File: config.mk
export PLATFORM = sky130hd
export DESIGN_NAME = sr_cmd_debounce
export DESIGN_NICKNAME = d
export VERILOG_FILES = /design/src/rtl/sr_cmd_debounce.sv
export SDC_FILE = /design/constraint.sdc
export NUM_CORES = 1
export LEC_CHECK = 0
export ABC_CLOCK_PERIOD_IN_PS = 1600
export BUFFER_PORTS_ARGS = -buffer_cell sky130_fd_sc_hd__buf_2
export CAP_MARGIN = 15
export CORE_ASPECT_RATIO = 1.75
export CORE_MARGIN = 2
export CORE_UTILIZATION = 30
export CTS_BUF_LIST = sky130_fd_sc_hd__clkbuf_2
export DETAILED_ROUTE_END_ITERATION = 12
export PLACE_DENSITY_LB_ADDON = 0.25
export SYNTH_ARGS = -nofsm -noshare
export SYNTH_HDL_FRONTEND = slang
export SYNTH_SLANG_ARGS = --single-unit
File: constraint.sdc
create_clock -name clk -period 1.6 [get_ports clk]
set_input_delay 0.08 -clock clk [delete_from_list [all_inputs] [get_ports clk]]
set_output_delay 0.08 -clock clk [all_outputs]
set_load 0.01 [all_outputs]
File: src/rtl/sr_cmd_debounce.sv
// Command front end for an SR flop: synchronises and debounces the set/clear
// buttons, edge-detects presses and issues single-cycle exclusive s/r pulses.
module sr_cmd_debounce #(
    parameter int DEBOUNCE_CYCLES = 4,
    parameter int GAP_CYCLES      = 3,
    parameter int CNT_W           = 8
) (
    input  logic       clk,
    input  logic       rst,
    input  logic       set_btn,
    input  logic       clr_btn,
    input  logic       q_fb,
    output logic       s,
    output logic       r,
    output logic       busy,
    output logic       conflict,
    output logic       suppressed,
    output logic       dropped,
    output logic [1:0] state_dbg
);

    localparam logic [1:0] IDLE    = 2'd0;
    localparam logic [1:0] ISSUE_S = 2'd1;
    localparam logic [1:0] ISSUE_R = 2'd2;
    localparam logic [1:0] GAP     = 2'd3;

    localparam logic [CNT_W-1:0] DB_LAST  = CNT_W'(DEBOUNCE_CYCLES - 1);
    localparam logic [CNT_W-1:0] GAP_LAST = CNT_W'(GAP_CYCLES - 1);

    // Channel 0 is the set button, channel 1 the clear button.
    logic [1:0]       btn_raw;
    logic [1:0]       sync1;
    logic [1:0]       sync2;
    logic [1:0]       stable;
    logic [1:0]       stable_d;
    logic [1:0]       press;
    logic [CNT_W-1:0] db_cnt [2];

    logic [1:0]       state;
    logic [CNT_W-1:0] gap_cnt;

    assign btn_raw = {clr_btn, set_btn};

    always_ff @(posedge clk) begin
        if (rst) begin
            sync1    <= '0;
            sync2    <= '0;
            stable_d <= '0;
        end else begin
            sync1    <= btn_raw;
            sync2    <= sync1;
            stable_d <= stable;
        end
    end

    for (genvar ch = 0; ch < 2; ch++) begin : g_db
        always_ff @(posedge clk) begin
            if (rst) begin
                stable[ch] <= 1'b0;
                db_cnt[ch] <= '0;
            end else if (sync2[ch] == stable[ch]) begin
                db_cnt[ch] <= '0;
            end else if (db_cnt[ch] == DB_LAST) begin
                stable[ch] <= sync2[ch];
                db_cnt[ch] <= '0;
            end else begin
                db_cnt[ch] <= db_cnt[ch] + 1'b1;
            end
        end
    end

    assign press = stable & ~stable_d;

    always_ff @(posedge clk) begin
        if (rst) begin
            state      <= IDLE;
            gap_cnt    <= '0;
            conflict   <= 1'b0;
            suppressed <= 1'b0;
            dropped    <= 1'b0;
        end else begin
            conflict   <= 1'b0;
            suppressed <= 1'b0;
            dropped    <= 1'b0;
            case (state)
                IDLE: begin
                    // A double press is a conflict regardless of q_fb.
                    if (press == 2'b11) begin
                        conflict <= 1'b1;
                    end else if (press[0]) begin
                        if (q_fb) suppressed <= 1'b1;
                        else      state      <= ISSUE_S;
                    end else if (press[1]) begin
                        if (!q_fb) suppressed <= 1'b1;
                        else       state      <= ISSUE_R;
                    end
                end
                ISSUE_S, ISSUE_R: begin
                    dropped <= |press;
                    gap_cnt <= '0;
                    state   <= (GAP_CYCLES == 0) ? IDLE : GAP;
                end
                default: begin
                    dropped <= |press;
                    if (gap_cnt == GAP_LAST) begin
                        state   <= IDLE;
                        gap_cnt <= '0;
                    end else begin
                        gap_cnt <= gap_cnt + 1'b1;
                    end
                end
            endcase
        end
    end

    assign s         = (state == ISSUE_S);
    assign r         = (state == ISSUE_R);
    assign busy      = (state != IDLE);
    assign state_dbg = state;

endmodule

==> metrics.txt <==
met1 wire length=1330 um; Antenna Cells=0; clk_lat worst skew=0.38 ns; H-tree levels=2; largest stage delay on the critical path=0.36 ns; die extent in x=62.0 um; MaxCap Viol Count=0; Clk network pwr share=0.215; Pins Over Slew Limit=0; share of the clock period used by the worst path=0.963; Async S/R FF share, synth=0; Compound-Gate Fraction of Synth Area=0.0568; largest cells by area after synthesis=edfxtp_1, dfxtp_1, nor2_1, ha_1, xor2_1; #FFs+latches synth=37; CP max stage cell=dfxtp_2; DR vias=1392; top_reg_cell synth=dfxtp_1; Ports=13; hold slack=0.0649 ns; PortBufs=12; Critical Path, Cell by Cell=nor2b_4, or3_4, a32oi_2, mux2_4; Req. time, crit path=around 1.9 ns; CTS tree=built; overall routing resource usage=0.116; Switching Share=0.287; Final min period=1.54 ns; Sinks on Clock Net=37; highest metal used=met4; area of the mapped netlist=1760 um^2; post-synthesis sequential area ratio=0.511; DP Wirelength=~2600 um; clock transition at the registers of the reported paths=around 0.19 ns; CP startpoint kind=register; CTS max path bufs=2; Internal=between 1000 and 1500 uW; FF-to-FF setup slack=about 0.06 ns; placed instance area=2160 um^2; critical path class=reg -> reg; share of layout cells above drive strength 1=0.273; Synth Area in Adders=0.0568; Antenna Nets Post-Route=0; combinational family with the most area after synthesis=simple AND/OR/NAND/NOR gates; Die Ht=between 100 and 150 um; Post-synth EDFFs=16; DRC Markers=0; final std cells w/o fill=316; area of the multi-input gates=roughly 960 um^2; Seq. cell area=907 um^2; Logic pwr share=0.235; CP arrival=1.84 ns; Die ar.=6530 um^2; Synth Area in Simple Gates=0.251; placed cell count=304; Routed WL=3340 um; Worst VDD drop=0.000329 V; Net Sw Power=555 uW; Final Hold Viols=0; largest net degree at the start of global routing=20; initial core utilization=0.305; most frequent cells after synthesis=nor2_1, dfxtp_1, edfxtp_1, nand3_1; first-pass GRT wire length=5620 um; Max Clk Rate=roughly 0.65 GHz; Synth area leader=edfxtp_1; WL/cell=10.6 um; vias in the first global route=between 1000 and 1500; P&R area growth vs syn=31.1%; Pleak=0.000926 uW; Syn Area/Cell=10.0 um^2; Syn Inst Count=176; met3 wire len=105 um; Max FO, Critical Path=3; total CTS buffers=5; DR WL met2=1850 um; crit end category=register; clock skew=between 0.02 and 0.03 ns; PwrDens=837 nW/um^2; Final Cell Area=2310 um^2; Yosys cell types=31; residual overflow from global routing=0; Final Wtd Congestion=0.766; Reg power frac=0.549; outcome=finished, final reports clean; Filler cells=607; initial antenna violation count=0; min-delay worst type=in -> reg; core area=5790 um^2; unrepaired setup endpoints after global routing=yes; Initial DRC Count=28; worst setup margin=roughly 0.059 ns; clock root cell=clkbuf_2; DR vias/cell=4.41; yosys warns=0; Synth top area share=0.273; cell with the most instances after synthesis=nor2_1; mux cell area share after synthesis=0.0128; nets@finish=250; final setup violating endpoints=0; Pre-antenna DRT Iters=4; Rows=37; Synth Area in XOR/XNOR=0.0944; dpl ws=0.00900 ns
==> registers in the layout, indices dropped and copies added (netlist names), 2 cells and up <==
signal,cells
db_cnt,16
gap_cnt,8
stable,2
stable_d,2
state_dbg,2
sync1,2
sync2,2
==> critical path: cells and delay by family (launching register included) <==
kind | cells | cell delay [ns]
AO/OA/AOI/OAI | 1 | 0.29
flip-flops | 1 | 0.36
multiplexers | 1 | 0.33
AND/OR/NAND/NOR | 2 | 0.48
==> metal layers <==
layer / vias to the layer above / track usage
met5: - / 0
li1: 720 / -
met3: 4 / 0.0417
met2: 19 / 0.205
met4: 0 / 0.0578
met1: 649 / 0.111
==> power groups by stage <==
stage                     sequential, uW  clock [uW]  combinational [uW]
final                               1060         416                 455
after global routing                1070         501                 510
after CTS                           1060         447                 392
after detailed placement            1080           0                 378
after global placement              1080           0                 379
after floorplan                     1090           0                 218
==> through the flow <==
step | util | TNS, ns | power (uW)
4_1_cts | 0.387 | 0 | 1900
6_report | 0.399 | 0 | 1930
3_5_place_dp | 0.374 | 0 | 1460
5_1_grt | 0.399 | -0.0346 | 2080
2_1_floorplan | - | 0 | 1310
3_3_place_gp | 0.374 | 0 | 1460
==> layout by cell type, fill, tap and decap left out, types with 8 or more instances in the layout <==
cell / instances
dfxtp_1: 16
buf_4: 27
buf_2: 12
nand2_1: 11
nor2b_1: 9
xor2_1: 11
conb_1: 16
xnor2_1: 8
edfxtp_1: 16
nand3_1: 16
nor2_1: 27
==> final timing paths <==
path / end / cells after the start / start
worst max register to register: state_dbg[0]$_SDFFE_PP0P_ / 4 / stable[1]$_SDFFE_PP0P_
worst min-delay path: stable_d[0]$_SDFF_PP0_ / 2 / rst
worst min register to register: sync2[1]$_SDFF_PP0_ / 1 / sync1[1]$_SDFF_PP0_
worst max-delay path: state_dbg[0]$_SDFFE_PP0P_ / 4 / stable[1]$_SDFFE_PP0P_
==> what timing repair did <==
item / 4_1_cts / 5_1_grt
cloned: 0 / 0
setup endpoints to repair: 4 / 21
gates resized for setup: 1 / 14
pin swaps: 1 / 2
hold buffers: 3 / 0
endpoints found under the hold margin: 3 / 0
buffers inserted: 0 / 1
==> logic make-up after synthesis <==
kind of cell,count (synthesis)
buffers and inverters,7
adders and majority gates,8
and+or+nand+nor,87
xor gates and xnor gates,19
AOI/OAI and AO/OA,15
muxes,2
other,1
DFF,37
==> area by class of cell <==
type                    count  share of cell area
multi-input cells         147               0.414
inverters                   4             0.00650
well taps                  78              0.0422
clock inverters             1             0.00325
clock buffers               7              0.0152
flip-flops and latches     37               0.393
repair buffers             42               0.127
Power figures use the tool's default switching activity.
